==> src/rtl/mem_bus_pkg.sv <==
// Shared types and constants for the memory bus responder and its register bank.
package mem_bus_pkg;

  typedef enum logic [1:0] {
    IDLE    = 2'd0,
    LOCAL   = 2'd1,
    DDR_CMD = 2'd2,
    DDR_RD  = 2'd3
  } bus_state_e;

  localparam int          LOCAL_SEL_BIT  = 25;
  localparam int          REG_COUNT_DEF  = 8;
  localparam int          STATUS_REG_IDX = REG_COUNT_DEF - 1;
  localparam logic [31:0] TIMEOUT_DATA   = 32'hDEAD_BEEF;

  // The status register always occupies the last slot of the bank.
  function automatic int status_reg_idx(input int reg_count);
    return reg_count - 1;
  endfunction

endpackage

==> src/rtl/mem_bus_regbank.sv <==
// Local register bank: scratch registers, LED register (index 0) and the
// read-only status word holding the sticky bus error and a transaction counter.
module mem_bus_regbank
  import mem_bus_pkg::*;
#(
  parameter int REG_COUNT = REG_COUNT_DEF,
  parameter int IDX_W     = $clog2(REG_COUNT)
) (
  input  logic             clk,
  input  logic             reset,
  input  logic             wr_en,
  input  logic [IDX_W-1:0] idx,
  input  logic [31:0]      wdata,
  input  logic             txn_done,
  input  logic             set_error,
  output logic [31:0]      rdata,
  output logic [3:0]       led_reg,
  output logic             bus_error
);

  localparam int STAT_IDX = status_reg_idx(REG_COUNT);

  logic [31:0] regs [REG_COUNT];
  logic [15:0] txn_count;
  logic        stat_sel;

  assign stat_sel = (idx == IDX_W'(STAT_IDX));

  always_ff @(posedge clk) begin
    if (reset) begin
      for (int i = 0; i < REG_COUNT; i++) regs[i] <= '0;
      txn_count <= '0;
      bus_error <= 1'b0;
    end else begin
      if (wr_en && !stat_sel) regs[idx] <= wdata;
      // Any write to the status slot is a clear command; it wins over new events.
      if (wr_en && stat_sel) begin
        txn_count <= '0;
        bus_error <= 1'b0;
      end else begin
        if (set_error) bus_error <= 1'b1;
        if (txn_done && (txn_count != 16'hFFFF)) txn_count <= txn_count + 16'd1;
      end
    end
  end

  assign rdata   = stat_sel ? {txn_count, 15'd0, bus_error} : regs[idx];
  assign led_reg = regs[0][3:0];

endmodule

==> src/rtl/mem_bus_responder.sv <==
// Responder for the processor memory interface: local register bank or DDR command port.
// Optional DDR wait timeout enabled by defining BUS_TIMEOUT_EN.
//   state   | meaning
//   IDLE    | waiting for a single read or write request
//   LOCAL   | one-cycle register bank access
//   DDR_CMD | command presented to DDR, waiting for accept
//   DDR_RD  | read accepted, waiting for read data strobe
module mem_bus_responder
  import mem_bus_pkg::*;
#(
  parameter int REG_COUNT      = 8,
  parameter int DDR_ADDR_W     = 25,
  parameter int TIMEOUT_CYCLES = 1024
) (
  input  logic                  clk,
  input  logic                  reset,
  input  logic                  memory_read_req,
  input  logic                  memory_write_req,
  input  logic [25:0]           memory_addr,
  input  logic [31:0]           memory_data_write,
  output logic [31:0]           memory_data_read,
  output logic                  memory_busy,
  output logic                  ddr_cmd_valid,
  input  logic                  ddr_cmd_ready,
  output logic                  ddr_cmd_we,
  output logic [DDR_ADDR_W-1:0] ddr_cmd_addr,
  output logic [31:0]           ddr_cmd_wdata,
  input  logic [31:0]           ddr_rdata,
  input  logic                  ddr_rdata_valid,
  output logic [3:0]            led_reg,
  output logic                  bus_error
);

  localparam int IDX_W = $clog2(REG_COUNT);

  if (REG_COUNT < 4 || (REG_COUNT & (REG_COUNT - 1)) != 0 || TIMEOUT_CYCLES < 2)
  begin : g_param_check
    $error("mem_bus_responder: unsupported parameter values");
  end

  bus_state_e            state, state_next;
  logic [DDR_ADDR_W-1:0] addr_q;
  logic [31:0]           wdata_q;
  logic                  we_q;
  logic                  req_one, req_both, accept, rd_done, timeout, expire;
  logic                  txn_done, set_error;
  logic [31:0]           rb_rdata;

  assign req_one  = memory_read_req ^ memory_write_req;
  assign req_both = memory_read_req & memory_write_req;
  assign accept   = (state == DDR_CMD) & ddr_cmd_ready;
  assign rd_done  = (state == DDR_RD) & ddr_rdata_valid;
  // A completion landing on the terminal cycle takes priority over the timeout.
  assign expire   = timeout & ~accept & ~rd_done;

`ifdef BUS_TIMEOUT_EN
  localparam int TMR_W = $clog2(TIMEOUT_CYCLES);
  logic [TMR_W-1:0] tmr;

  always_ff @(posedge clk) begin
    if (reset)                    tmr <= '0;
    else if (state_next != state) tmr <= TMR_W'(TIMEOUT_CYCLES - 1);
    else if (tmr != '0)           tmr <= tmr - 1'b1;
  end

  assign timeout = ((state == DDR_CMD) || (state == DDR_RD)) && (tmr == '0);
`else
  assign timeout = 1'b0;
`endif

  always_ff @(posedge clk) begin
    if (reset) state <= IDLE;
    else       state <= state_next;
  end

  always_comb begin
    state_next    = state;
    memory_busy   = 1'b1;
    ddr_cmd_valid = 1'b0;
    unique case (state)
      IDLE: begin
        memory_busy = 1'b0;
        if (req_one) state_next = memory_addr[LOCAL_SEL_BIT] ? LOCAL : DDR_CMD;
      end
      LOCAL: state_next = IDLE;
      DDR_CMD: begin
        ddr_cmd_valid = 1'b1;
        if (accept)      state_next = we_q ? IDLE : DDR_RD;
        else if (expire) state_next = IDLE;
      end
      DDR_RD: if (rd_done || expire) state_next = IDLE;
      default: state_next = IDLE;
    endcase
  end

  always_ff @(posedge clk) begin
    if (reset) begin
      addr_q           <= '0;
      wdata_q          <= '0;
      we_q             <= 1'b0;
      memory_data_read <= '0;
    end else begin
      if ((state == IDLE) && req_one) begin
        addr_q  <= memory_addr[DDR_ADDR_W-1:0];
        wdata_q <= memory_data_write;
        we_q    <= memory_write_req;
      end
      if ((state == LOCAL) && !we_q) memory_data_read <= rb_rdata;
      else if (rd_done)              memory_data_read <= ddr_rdata;
      else if (expire && !we_q)      memory_data_read <= TIMEOUT_DATA;
    end
  end

  assign ddr_cmd_addr  = addr_q;
  assign ddr_cmd_we    = we_q;
  assign ddr_cmd_wdata = wdata_q;

  assign txn_done  = (state == LOCAL) | (accept & we_q) | rd_done;
  assign set_error = ((state == IDLE) & req_both) | expire;

  mem_bus_regbank #(
    .REG_COUNT (REG_COUNT),
    .IDX_W     (IDX_W)
  ) u_regbank (
    .clk       (clk),
    .reset     (reset),
    .wr_en     ((state == LOCAL) & we_q),
    .idx       (addr_q[IDX_W-1:0]),
    .wdata     (wdata_q),
    .txn_done  (txn_done),
    .set_error (set_error),
    .rdata     (rb_rdata),
    .led_reg   (led_reg),
    .bus_error (bus_error)
  );

endmodule

==> config.mk <==
export PLATFORM = sky130hd
export DESIGN_NAME = mem_bus_responder
export DESIGN_NICKNAME = d
export VERILOG_FILES = /design/src/rtl/mem_bus_pkg.sv /design/src/rtl/mem_bus_regbank.sv /design/src/rtl/mem_bus_responder.sv
export SDC_FILE = /design/constraint.sdc
export NUM_CORES = 1
export LEC_CHECK = 0
export CORE_MARGIN = 4
export CORE_UTILIZATION = 40
export CTS_BUF_LIST = sky130_fd_sc_hd__clkbuf_8
export CTS_CLUSTER_SIZE = 10
export DETAILED_ROUTE_END_ITERATION = 16
export SYNTH_ARGS = -nofsm -noshare
export SYNTH_HDL_FRONTEND = slang
export SYNTH_SLANG_ARGS = --single-unit
==> constraint.sdc <==
create_clock -name clk -period 5.53 [get_ports clk]
set_clock_uncertainty 0.15 [all_clocks]
set_input_delay 0.553 -clock clk [delete_from_list [all_inputs] [get_ports clk]]
set_output_delay 0.553 -clock clk [all_outputs]
set_load 0.01 [all_outputs]
==> impl_metrics.json, run 1 <==
{
  "crit_top_cell": "a211o_1",
  "grt_max_degree": 86,
  "final_common_cell": "edfxtp_1",
  "p_leak_nw": 7.09,
  "viasPerCell": 5.14,
  "cts-hold-fix-buffers": 0,
  "drive_gt1_share_pct": 9.73,
  "fin_crit_ps": 2880,
  "fill_cells": 3466,
  "seq_area_sq_um": 9940,
  "multiInputGateArea_sq_um": 5620,
  "power_mw": 6.74,
  "cp_num_cells": 6,
  "worst-setup-path-type": "flop to flop",
  "critPathBufInv": 1,
  "worst_r2r_path_depth": 6,
  "num_rows": 72,
  "clkLatencyLatePin_ps": 580,
  "power_density_nw_per_um2": 344,
  "worstPathRequired_ps": 5770,
  "drv_slew": 0,
  "ys_ff_latch": 368,
  "clk_path_buf_depth": 3,
  "cp.arrival_ps": 3120,
  "cts_setup_buffers": 0,
  "routabilityCongestion": 0.775,
  "io_pins": 193,
  "max-vdd-ir-drop_mv": 0.202,
  "drtAntennaViolNets": 0,
  "synth_area_per_cell_sq_um": 12.3,
  "wire_per_inst_um": 20.4,
  "htree_levels": 3,
  "hpwl_um": 25900,
  "cts_resized": 0,
  "rsz0062_at_grt": "false",
  "cts_sinks": 368,
  "min_path_type": "flop to flop",
  "cts_tree": "done",
  "endpoint_kind": "flop",
  "post-route-drc-count": 0,
  "setup_viol": 0,
  "syn_to_final_growth_pct": 23.3,
  "synth_area_sq_um": 15900,
  "worst_pin_slew_ps": 1070,
  "drtIter0Drc": 669,
  "status": "finished clean",
  "tns_ps": 0,
  "fin_nets": 1608,
  "antenna_found_initial": 1,
  "yosys_warnings": 0,
  "fmax_mhz": 347,
  "firstDrtPassIters": 5,
  "grt_pass1_vias": 10900,
  "core_area_sq_um": 38900,
  "initial_utilization_pct": 40.8,
  "ys_seq_area_share_pct": 62.6,
  "worstPathMaxFanout": 14,
  "globalRouteOverflowTotal": 0,
  "cts_made_buffers": 66,
  "path_clk_slew_ps": 60,
  "postSynthCellCount": 1295,
  "cp-start-kind": "flop",
  "hold_violations": 0,
  "holdPathStages": 2,
  "cpLargestDelayFamily": "compound AO/OA/AOI/OAI gates",
  "maxSlewHeadroom_pct": 28.7,
  "port_buffers": 192,
  "grt_pass1_wl_um": 64400,
  "slowest_delay_ps": 730,
  "fp.dieW_um": 207,
  "grt.total_usage_pct": 19.2,
  "final_cell_mix": "256 x edfxtp_1, 225 x and2_1, 191 x clkdlybuf4s50_1, 128 x nand2_1, 110 x dfxtp_1",
  "yosysUniqueCellTypes": 48,
  "die_area_sq_um": 42900,
  "clockRootBuffer": "clkbuf_8",
  "max-cap-violations": 0,
  "rrSetupSlack_ps": 2650,
  "cp_slowest_cell": "dfxtp_1",
  "postRouteWirelength_um": 42400,
  "fin_crit_sh_pct": 52.1,
  "path_cells": "buf_4 -> nand2b_1 -> a211o_1 -> o21ai_0 -> a211o_1 -> a221oi_1",
  "vias": 10700,
  "die_height_um": 207
}
metrics by stage:
stage	instances	hold WS [ps]	setup WS (ps)	util (%)	area, sq um
floorplan	1326	331	3250	-	16000
global placement	1960	291	2500	47.0	18300
detailed placement	1960	299	2440	47.0	18300
CTS	2080	308	2630	50.3	19600
global route	2081	328	2530	50.3	19600
finish	2082	304	2650	50.3	19600
flip-flops by register name, summed over array words and instances, names as in the netlist, named ones only:
register and count:
u_regbank.regs 256, ddr_cmd_wdata 32, memory_data_read 32, ddr_cmd_addr 25
u_regbank.txn_count 16, state 2, ddr_cmd_we 1, u_regbank.bus_error 1
Yosys cell counts (all sizes together):
cell type | count | area share, %
nor3 | 5 | 0.30
xor2 | 5 | 0.28
a31oi | 2 | 0.079
or4 | 1 | 0.047
and3 | 1 | 0.039
nor2 | 45 | 1.1
or3 | 1 | 0.039
o22ai | 1 | 0.039
nor2b | 21 | 0.83
nand2 | 129 | 3.1
nand4b | 4 | 0.22
mux4 | 16 | 2.3
a21oi | 86 | 2.7
a31o | 1 | 0.055
o21ai | 25 | 0.79
a22oi | 37 | 1.8
nor4 | 4 | 0.16
a221oi | 11 | 0.61
a211o | 20 | 1.1
a211oi | 27 | 1.3
xnor2 | 7 | 0.39
ha | 2 | 0.16
nand2b | 5 | 0.20
nand3 | 21 | 0.66
and3b | 1 | 0.055
o211ai | 6 | 0.28
nand4 | 4 | 0.20
buf | 36 | 1.4
edfxtp | 256 | 48
or3b | 1 | 0.055
dfxtp | 112 | 14
nand4bb | 1 | 0.071
conb | 1 | 0.024
inv | 4 | 0.095
mux2 | 10 | 0.71
clkbuf | 59 | 1.4
or2 | 9 | 0.35
a311o | 1 | 0.063
mux2i | 89 | 5.6
and2 | 227 | 9.0
o41ai | 1 | 0.055
area by class of cell:
class	instances	share of cell area, %
well taps	518	3.31
flip-flops and latches	368	50.8
clock inverters	44	1.19
multi-input cells	859	28.7
inverters	4	0.0767
diodes	2	0.0256
clock buffers	76	5.35
repair buffers	211	10.5
worst min-delay path: cells and delay by family, from the launching register on:
kind / cells / cell delay (ps)
DFF: 1 / 310
and+or+nand+nor: 1 / 50
AOI/OAI and AO/OA: 1 / 50
logic make-up (layout without fill, tap and decap cells):
logic type,Yosys count,in the layout,share of synthesized area (%)
AND/OR/NAND/NOR,480,480,16.3
flip-flops,368,368,62.6
AO/OA/AOI/OAI,218,218,8.82
multiplexers,115,115,8.60
buffers and inverters,99,335,2.86
XOR/XNOR,12,12,0.662
adder cells (fa/ha/maj),2,2,0.158
other,1,34,0.0236
metal layers:
layer / share of wire (%) / track usage (%) / vias to the layer above
met4: 1.8 / 5.65 / 0
met1: 44 / 26.3 / 5203
met2: 46 / 30.8 / 360
met5: 0 / 0 / -
met3: 7.5 / 4.39 / 56
li1: - / - / 5074
power by group:
part / switching [mW] / total [mW] / leakage (nW) / internal, mW
Clock: 1.09 / 2.44 / 0.757 / 1.35
Combinational: 0.545 / 1.00 / 2.79 / 0.459
Sequential: 0.173 / 3.30 / 3.54 / 3.12
final timing paths:
path | start | endpoint
worst max-delay path | flop | memory_data_read[20]
worst min register to register | ddr_cmd_addr[23] | ddr_cmd_addr[23]
worst max register to register | flop | memory_data_read[20]
worst min-delay path | ddr_cmd_addr[23] | ddr_cmd_addr[23]
Note: power is estimated with default switching activity, not from simulation.
==> run 2, diff against run 1 <==
==> constraint.sdc (replaced) <==
create_clock -name clk -period 2.6 [get_ports clk]
set_clock_uncertainty 0.15 [all_clocks]
set_input_delay 0.26 -clock clk [delete_from_list [all_inputs] [get_ports clk]]
set_output_delay 0.26 -clock clk [all_outputs]
set_load 0.01 [all_outputs]
==> run 2 against run 1 <==
Against the previous run: routed wire length increased by 1.3%; cell area increased by 1.9%; non-clock buffer count increased by 44; global-route usage increased by 0.37 points; clock power increased by 100%; critical path depth decreased by 2; sequential share of layout area decreased by 0.97 points; first-iteration DRC count increased by 4.0%; cell count increased by 2.2%; flip-flop and latch count unchanged; critical endpoint is now memory_busy; largest cell class unchanged; largest power group unchanged.
==> impl_metrics.json, run 2 (same netlist as run 1, synthesis figures left out) <==
{
  "status": "finished clean",
  "cpLargestDelayFamily": "buffers and inverters",
  "worstPathRequired_ps": 2190,
  "die_area_sq_um": 42900,
  "intPower_mw": 10.3,
  "p_comb_share_pct": 16.2,
  "firstDrtPassIters": 7,
  "power_frac_clock_pct": 35.0,
  "routabilityCongestion": 0.760,
  "switching_power_mw": 3.94,
  "initial_utilization_pct": 40.8,
  "p_leak_nw": 7.31,
  "postRouteWirelength_um": 43000,
  "slowest_delay_ps": 500,
  "hpwl_um": 26800,
  "clkLatencyLatePin_ps": 590,
  "clk_path_buf_depth": 3,
  "drtAntennaViolNets": 0,
  "post-route-drc-count": 0,
  "wire_per_inst_um": 20.2,
  "worst-setup-path-type": "flop to primary output",
  "cts_resized": 0,
  "fmax_mhz": 419,
  "max-cap-violations": 0,
  "final.setup.worst_slack_ps": 213,
  "globalRouteOverflowTotal": 0,
  "path_cells": "buf_4 -> nor2_1 -> inv_1 -> clkdlybuf4s50_1",
  "rsz0062_at_grt": "false",
  "antenna_found_initial": 0,
  "htree_levels": 3,
  "core_area_sq_um": 38900,
  "vias": 10900,
  "num_rows": 72,
  "grt_pass1_wl_um": 66100,
  "clockRootBuffer": "clkbuf_8",
  "setup_viol": 0,
  "cts_sinks": 368,
  "port_buffers": 192,
  "path_clk_slew_ps": 60,
  "cp.arrival_ps": 1980,
  "regMostFlops": "u_regbank.regs",
  "hold_violations": 0,
  "largest_reg_flops": 256,
  "grt_max_degree": 63,
  "grt.total_usage_pct": 19.6,
  "critPathBufInv": 3,
  "power_density_nw_per_um2": 714,
  "final_common_cell": "edfxtp_1",
  "worstPathMaxFanout": 9,
  "worst_pin_slew_ps": 671,
  "final_cell_mix": "256 x edfxtp_1, 225 x and2_1, 191 x clkdlybuf4s50_1, 128 x nand2_1, 110 x dfxtp_1",
  "fin_crit_ps": 2390,
  "drive_gt1_share_pct": 11.9,
  "power_mw": 14.2,
  "pre_cts_slack_ps": 279,
  "die_height_um": 207,
  "drtIter0Drc": 696,
  "max-vdd-ir-drop_mv": 0.346,
  "fp.dieW_um": 207,
  "cp-start-kind": "flop",
  "syn_to_final_growth_pct": 25.7,
  "endpoint_kind": "primary output",
  "viasPerCell": 5.11,
  "cts_tree": "done",
  "cp_slowest_cell": "clkdlybuf4s50_1",
  "power_frac_seq_pct": 48.8,
  "grt_pass1_vias": 11100,
  "switching_share_pct": 27.6,
  "drv_slew": 0,
  "maxSlewHeadroom_pct": 55.3,
  "utilization_pct": 51.3,
  "cts_made_buffers": 67,
  "fill_cells": 3425,
  "diodes": 0,
  "fin_nets": 1653,
  "min_path_type": "input port to flop",
  "tns_ps": 0,
  "fin_crit_sh_pct": 91.8,
  "io_pins": 193
}
## run 2: cell types whose count changed in the layout (fill, tap and decap cells not counted), moves of 2 or more
cell | before | now
buf_12 | 0 | 9
buf_4 | 20 | 54
bufinv_16 | 2 | 0
clkbuf_8 | 76 | 73
clkinv_1 | 6 | 10
clkinv_2 | 6 | 4
clkinvlp_4 | 2 | 5
diode_2 | 2 | 0
inv_1 | 32 | 34
## run 2: path summary, 6_finish.rpt
path | from | end | slack (ps) | cells past startpoint
setup / recovery | state[1] | memory_busy | 210 | 4
hold / removal | memory_data_write[12] | ddr_cmd_wdata[12] | 60 | 3
setup reg to reg | flop | memory_data_read[26] | 420 | 5
hold reg to reg | ddr_cmd_addr[23] | ddr_cmd_addr[23] | 300 | 2
## run 2: metal layers
layer	vias up	GRT usage [%]	part of all wire, %
met5	-	0	0
met4	0	5.86	2.2
met3	68	4.67	6.0
met2	323	31.6	46
met1	5319	26.5	46
li1	5156	-	-
## run 2: power groups by stage
stage | Sequential [mW] | Clock [mW] | Combinational (mW)
detailed placement | 7.08 | 0 | 2.32
CTS | 6.96 | 5.15 | 2.33
global placement | 7.07 | 0 | 2.30
finish | 6.95 | 4.98 | 2.31
global route | 7.02 | 5.41 | 2.49
floorplan | 7.04 | 0 | 1.16
## run 2: tightest hold or removal path, stage by stage
cell and delay [ps]:
clkdlybuf4s50_1 390, nand2_1 50, a21oi_1 50
## run 2: per-stage QoR
step                      hold WS, ps  cells  instance area, sq um
final                            62.8   2127                 19900
after global placement            291   2003                 18700
after detailed placement          300   2003                 18700
after global routing             33.0   2127                 19900
after CTS                        9.27   2127                 19900
after floorplan                   246   1326                 16000
## run 2: repair_timing
| item | 4_1_cts | 5_1_grt |
|---|---|---|
| setup buffers | 0 | 0 |
| hold buffers | 1 | 0 |
| hold endpoints to repair | 3 | 0 |
| setup endpoints to repair | 0 | 0 |
## run 2: cell type report
cell class | count | area [sq um] | share of cell area [%]
Inverter | 4 | 15.0 | 0.0753
Clock buffer | 73 | 1000 | 5.04
Sequential cell | 368 | 9940 | 49.8
Clock inverter | 50 | 216 | 1.09
Multi-Input combinational cell | 859 | 5620 | 28.2
Timing Repair Buffer | 255 | 2510 | 12.6
Tap cell | 518 | 648 | 3.25
==> run 3, diff against run 2 <==
--- a/config.mk
+++ b/config.mk
@@ -5,6 +5,7 @@
 export SDC_FILE = /design/constraint.sdc
 export NUM_CORES = 1
 export LEC_CHECK = 0
+export CAP_MARGIN = 0
 export CORE_MARGIN = 4
 export CORE_UTILIZATION = 40
 export CTS_BUF_LIST = sky130_fd_sc_hd__clkbuf_8
@@ -12,4 +13,5 @@
 export DETAILED_ROUTE_END_ITERATION = 16
 export SYNTH_ARGS = -nofsm -noshare
 export SYNTH_HDL_FRONTEND = slang
+export SYNTH_HIERARCHICAL = 1
 export SYNTH_SLANG_ARGS = --single-unit
==> run 3 against run 2 <==
Against the previous run: routed wire length decreased by 2.2%; global-route usage increased by 0.82 points; sequential share of layout area down 2.5 points; combinational power is 13% lower.
==> impl_metrics.json, run 3 <==
{
  "antenna_found_initial": 0,
  "final_common_cell": "and2_1",
  "drtAntennaViolNets": 0,
  "postSynthCellCount": 1238,
  "cp-start-kind": "flop",
  "async_reset_ff_share_pct": 0,
  "synthAdderAreaFrac_pct": 0.168,
  "fmax_mhz": 419,
  "ys_seq_area_share_pct": 59.7,
  "muxShareOfSynthArea_pct": 8.72,
  "die_area_sq_um": 40500,
  "reg2reg_from": "ddr_cmd_addr[1]",
  "die_height_um": 201,
  "path_clk_slew_ps": 60,
  "firstDrtPassIters": 5,
  "htree_levels": 2,
  "clockRootBuffer": "clkbuf_8",
  "cpLargestDelayFamily": "flip-flops",
  "regMostFlops": "u_regbank/regs",
  "synth-edff-count": 224,
  "yosys-top-cells-count": "228 x and2_1, 224 x edfxtp_1, 167 x nor2_1",
  "p_leak_nw": 7.10,
  "worst_pin_slew_ps": 910,
  "hpwl_um": 27100,
  "worstPathRequired_ps": 2190,
  "syn_to_final_growth_pct": 26.2,
  "max-cap-violations": 0,
  "stdcell_count": 1990,
  "grt_pass1_vias": 10500,
  "synth_compound_area_share_pct": 9.85,
  "num_rows": 70,
  "path_cells": "clkdlybuf4s50_1",
  "fin_nets": 1576,
  "cts_tree": "done",
  "fin_crit_ps": 2390,
  "fp.dieW_um": 201,
  "clk_path_buf_depth": 3,
  "synth.top_cells.by_area": "edfxtp_1 45%, dfxtp_1 15%, and2_1 9.6%",
  "cts-hold-fix-buffers": 0,
  "clkLatencyLatePin_ps": 620,
  "power_density_nw_per_um2": 669,
  "synth_flop_cell": "edfxtp_1",
  "tns_ps": 0,
  "routabilityCongestion": 0.806,
  "synth_area_sq_um": 14900,
  "slowest_delay_ps": 710,
  "drv_slew": 0,
  "crit_path_start": "ddr_cmd_addr[1]",
  "cp_slowest_cell": "dfxtp_2",
  "yosysUniqueCellTypes": 67,
  "grt_max_degree": 65,
  "wire_per_inst_um": 21.1,
  "viasPerCell": 5.22,
  "postRouteWirelength_um": 42000,
  "max-vdd-ir-drop_mv": 0.332,
  "utilization_pct": 51.4,
  "endpoint_kind": "primary output",
  "critPathBufInv": 1,
  "ys_ff_latch": 333,
  "cts_sinks": 333,
  "rsz0062_at_grt": "false",
  "grt.total_usage_pct": 20.4,
  "final_cell_area_sq_um": 18800,
  "post-route-drc-count": 0,
  "fin_crit_sh_pct": 91.9,
  "yosys.area.top_type_share_pct": 45.1,
  "min_path_type": "input port to flop",
  "drtIter0Drc": 726,
  "yosys_warnings": 6,
  "initial_utilization_pct": 40.7,
  "synth_top_family_by_area": "simple AND/OR/NAND/NOR gates",
  "worst-setup-path-type": "flop to primary output",
  "globalRouteOverflowTotal": 0,
  "syn_nets": 1336,
  "maxSlewHeadroom_pct": 39.3,
  "setup_viol": 0,
  "cts_made_buffers": 57,
  "cts_resized": 0,
  "synth_xor_area_share_pct": 0.176,
  "worstPathMaxFanout": 23,
  "status": "finished clean",
  "dpl.cell_count": 1887,
  "diodes": 0,
  "synth_area_per_cell_sq_um": 12.1,
  "vias": 10400,
  "port_buffers": 192,
  "cts_setup_buffers": 0,
  "drive_gt1_share_pct": 15.3,
  "min_from": "reset",
  "largest_reg_flops": 224,
  "synthSimpleGateAreaFrac_pct": 17.5,
  "placed_area_sq_um": 17800,
  "io_pins": 193,
  "hold_violations": 0,
  "synth_most_common_cell": "and2_1",
  "final_cell_mix": "228 x and2_1, 224 x edfxtp_1, 191 x clkdlybuf4s50_1, 166 x nor2_1, 106 x dfxtp_1",
  "grt_pass1_wl_um": 64600,
  "cp.arrival_ps": 1980,
  "synth_top_cell_by_area": "edfxtp_1",
  "core_area_sq_um": 36700
}
-- run 3: kinds of logic (layout without fill, tap and decap cells) --
logic type	count (synthesis)	in the layout
adders and majority gates	2	2
and+or+nand+nor	490	490
muxes	111	111
DFF	333	333
buffers and inverters	121	405
xor gates and xnor gates	3	3
AOI/OAI and AO/OA	178	178
-- run 3: worst register-to-register path, delay by kind of cell, from the launching register on --
| kind | cells | cell delay [ps] |
|---|---|---|
| buffers and inverters | 2 | 450 |
| flip-flops | 1 | 710 |
| AND/OR/NAND/NOR | 2 | 250 |
| AO/OA/AOI/OAI | 4 | 650 |
-- run 3: stage by stage --
step	total power [mW]	worst slack, ps	hold WS (ps)
after floorplan	7.24	236	257
final	12.6	211	62.9
after detailed placement	8.29	162	313
after CTS	12.8	134	12.1
after global routing	13.2	121	52.2
after global placement	8.27	196	301
-- run 3: worst paths after layout --
check                                            end  slack [ps]  cells past startpoint
worst max-delay path                 ddr_cmd_addr[1]         210                      1
worst min-delay path                 ddr_cmd_addr[9]          60                      3
worst max register to register  memory_data_read[21]         270                      8
worst min register to register   memory_data_read[7]         320                      2
-- run 3: power by group --
group | internal [mW] | total [mW] | switching [mW] | leakage (nW)
logic | 0.998 | 2.01 | 1.02 | 3.27
registers | 5.92 | 6.16 | 0.237 | 3.21
clock network | 2.34 | 4.44 | 2.09 | 0.619
-- run 3: area by class of cell --
type	instances	area (sq um)
clock inverter	42	223
multi-input combinational	784	5450
fill	3250	17900
tap	468	586
inverter	33	124
clock buffer	61	840
timing repair buffer	269	2710
sequential	333	8910
-- run 3: layer usage --
metal / routed length [um] / global-route usage [%] / up-vias
met5: 0 / 0 / -
met4: 735 / 5.71 / 0
met3: 2590 / 3.72 / 53
met2: 18400 / 30.7 / 349
met1: 20300 / 30.4 / 5050
li1: - / - / 4942
==> variant 1: new RTL, flow settings as in run 1 <==
Build with the macro `BUS_TIMEOUT_EN` defined.
--- a/src/rtl/mem_bus_responder.sv
+++ b/src/rtl/mem_bus_responder.sv
@@ -6,4 +6,6 @@
 //   DDR_CMD | command presented to DDR, waiting for accept
 //   DDR_RD  | read accepted, waiting for read data strobe
+`define BUS_TIMEOUT_EN
+
 module mem_bus_responder
   import mem_bus_pkg::*;
Formal check against the unedited RTL: no difference found for any inputs over 4 cycles, from zero or initial values and one cycle with reset high; that may be too few to reach the edited logic, so the function may still have changed.
==> variant 1 against run 1 <==
  * Wire length rose by 1.6%
  * Synthesized cell count fell by 0.31%
  * Final cell count barely moved
  * Via count rose by 2.5%
  * Setup slack got worse by 600 ps
  * Synthesized area rose by 3.2%
  * Critical path type unchanged
  * Power fell by 5.5%
  * First-iteration DRC count rose by 13%
  * Sequential cell count rose by 10
  * Final area rose by 2.8%
==> variant 1: results <==
route:
  wl_met2_um: 20290
  wirelength_um: 43100
  met1Wirelength_um: 19020
  first_iter_violations: 755
  dr_wl_met3_um: 2622
  firstDrtPassIters: 6
  via_per_inst: 5.260
grt:
  grtUsageMet1_pct: 26.78
  grt_pass1_vias: 11020
  use_met3_pct: 3.765
  grt_pass1_wl_um: 65360
  met2_usage_pct: 30.64
  grt_start_max_net_pins: 83
  groute.usage.overall_pct: 19.26
setup_path:
  slowest_delay_ps: 870
  endpoint: "u_regbank.regs[0][11]"
  cp.arrival_ps: 3530
  ff2ff_setup_slack_ps: 2050
  crit_family: "simple AND/OR/NAND/NOR gates"
place:
  placed_cells: 1965
  place_congestion: 0.8276
  pre_cts_ws_ps: 1435
  hpwl_um: 27130
  placed_area_um2: 18920
yosys:
  synth_area_leaders: "edfxtp_1, dfxtp_1, mux4_2"
  ys_types: 68
  ys_top_cells_by_count: "edfxtp_1, and2_1, nand2_1"
status:
  status: "complete, no violations"
power_and_ir_drop:
  pg_comb_mw: 0.722
  ir_drop_uv: 194.4
sta:
  finalCriticalPeriod_ps: 3483
hold_path:
  hold_start: "ddr_cmd_addr[7]"
-- variant 1: cell count changes in the layout (fill, tap and decap cells not counted), sizes merged, moves of 24 or more --
cell	before	now
mux4	16	64
nor2	45	18
inv	32	59
nand2	129	161
a22oi	37	13
mux2i	89	4
-- variant 1: cell type report --
class	instances	area, µm²
fill	3510	19980
sequential	378	10130
multi-input combinational	821	5934
timing repair buffer	215	2092
clock buffer	72	991.0
tap	525	656.9
clock inverter	45	207.7
inverter	26	97.59
antenna	1	2.502
-- variant 1: kinds of logic (layout without fill, tap and decap cells) --
group / count (synthesis) / after routing / synth area share [%]
buffers and inverters: 123 / 358 / 3.080
AND/OR/NAND/NOR: 499 / 499 / 16.72
AO/OA/AOI/OAI: 215 / 215 / 8.767
flip-flops: 378 / 378 / 61.88
multiplexers: 69 / 69 / 9.119
other: 1 / 33 / 0.02291
XOR/XNOR: 2 / 2 / 0.1070
adder cells (fa/ha/maj): 4 / 4 / 0.3058
==> variant 2: new RTL, flow settings as in run 1 <==
Made on the original files. Put a register stage on the output `bus_error`, cleared by the reset. The value now appears one clock later. The other outputs are not delayed to match.
--- a/src/rtl/mem_bus_responder.sv
+++ b/src/rtl/mem_bus_responder.sv
@@ -33,4 +33,6 @@
 
   localparam int IDX_W = $clog2(REG_COUNT);
+
+  logic bus_error_d;
 
   if (REG_COUNT < 4 || (REG_COUNT & (REG_COUNT - 1)) != 0 || TIMEOUT_CYCLES < 2)
@@ -132,6 +134,14 @@
     .rdata     (rb_rdata),
     .led_reg   (led_reg),
-    .bus_error (bus_error)
+    .bus_error (bus_error_d)
   );
+
+  always_ff @(posedge clk) begin
+    if (reset) begin
+      bus_error <= '0;
+    end else begin
+      bus_error <= bus_error_d;
+    end
+  end
 
 endmodule
Function: changed (Yosys sat finds a counterexample within 4 cycles, from zero or initial values and one cycle with reset high).
==> variant 2 against run 1 <==
  * Setup slack worse by 100 ps
  * Final area is 0.45% lower
  * First-iteration DRC count is 18% higher
  * Synthesized area is 0.31% higher
  * Largest cell class unchanged
  * Highest routed layer unchanged
  * Wire length is 0.22% lower
  * Sequential cell count is 1 higher
  * Clock power is 10% lower
  * Power is 9.5% lower
==> variant 2: results <==
status:
  status: "complete, no violations"
yosys:
  synth_seq_cells: 369
  synthCells: 1335
  synth_area_leaders: "edfxtp_1, dfxtp_1, and2_1"
  ys_types: 50
  synth-seq-area-share_pct: 62.52
  ys_top_cells_by_count: "edfxtp_1, and2_1, nand2_1"
sta:
  max_freq_mhz: 335.2
  slew_headroom_pct: 19.30
grt:
  grt_pass1_wl_um: 65110
  groute.usage.overall_pct: 19.15
  grt_pass1_vias: 10910
  grt_start_max_net_pins: 62
setup_path:
  cp.arrival_ps: 3350
  critPathKind: "register to register"
  reg2reg_depth: 6
  cp_max_fo: 38
clocking:
  clk_pin_slew_ps: 60
  htreeDepth: 2
  clock_latency_ps: 630
  numCtsBuffers: 60
layout:
  drive_gt1_share_pct: 9.057
  final_nets: 1640
  n_fill_cell: 3474
power_and_ir_drop:
  ir_drop_uv: 172.3
  p_leak_nw: 6.929
place:
  placed_cells: 1998
  placed_area_um2: 18350
  place_congestion: 0.7741
  pre_cts_ws_ps: 2473
  hpwl_um: 26820
route:
  via_per_inst: 5.138
  first_iter_violations: 790
  drt-wirelength-per-cell_um: 20.06
  wirelength_um: 42340
-- variant 2: cell type report --
| class | instances | area, µm² | area share, % |
|---|---|---|---|
| Tap cell | 518 | 648.1 | 3.327 |
| Antenna cell | 3 | 7.507 | 0.03854 |
| Multi-Input combinational cell | 897 | 5678 | 29.15 |
| Inverter | 4 | 15.01 | 0.07708 |
| Clock buffer | 70 | 963.4 | 4.946 |
| Clock inverter | 40 | 155.1 | 0.7965 |
| Sequential cell | 369 | 9957 | 51.12 |
| Timing Repair Buffer | 210 | 2054 | 10.55 |
-- variant 2: per-layer routing --
layer	up-vias	track usage (%)	part of all wire, %
li1	5166	-	-
met1	5328	26.89	46
met2	290	30.81	47
met3	62	3.174	4.9
met4	0	5.768	1.9
met5	-	0	0
-- variant 2: power by group --
group | internal, mW | switching, mW | leakage (nW)
registers | 3.09 | 0.122 | 3.55
clock network | 1.14 | 1.05 | 0.684
logic | 0.318 | 0.376 | 2.70
-- variant 2: worst min-delay path by stage --
stage	from	to	slack (ps)	cells after the start
floorplan	u_regbank.bus_error	u_regbank.bus_error	300	2
global placement	ddr_cmd_addr[6]	ddr_cmd_addr[6]	290	2
detailed placement	ddr_cmd_addr[13]	ddr_cmd_addr[13]	300	2
CTS	reset	ddr_cmd_wdata[12]	120	2
global route	reset	ddr_cmd_wdata[16]	170	2
finish	reset	ddr_cmd_wdata[12]	200	2
-- variant 2: cell families (layout without fill, tap and decap cells) --
| family | after synthesis | after routing | share of synthesized area, % |
|---|---|---|---|
| fa+ha+maj | 2 | 2 | 0.1572 |
| mux | 100 | 100 | 7.446 |
| flops | 369 | 369 | 62.52 |
| xor+xnor | 9 | 9 | 0.4953 |
| buf+inv | 100 | 324 | 2.728 |
| other cells | 1 | 35 | 0.02356 |
| simple gates | 547 | 547 | 18.22 |
| compound gates | 207 | 207 | 8.413 |
-- variant 2: critical path, stage by stage (launching register included) --
cell	delay (ps)
dfxtp_4	680
buf_4	520
mux2i_1	150
a22o_1	250
nor4_1	630
a211oi_1	120
a311oi_1	350
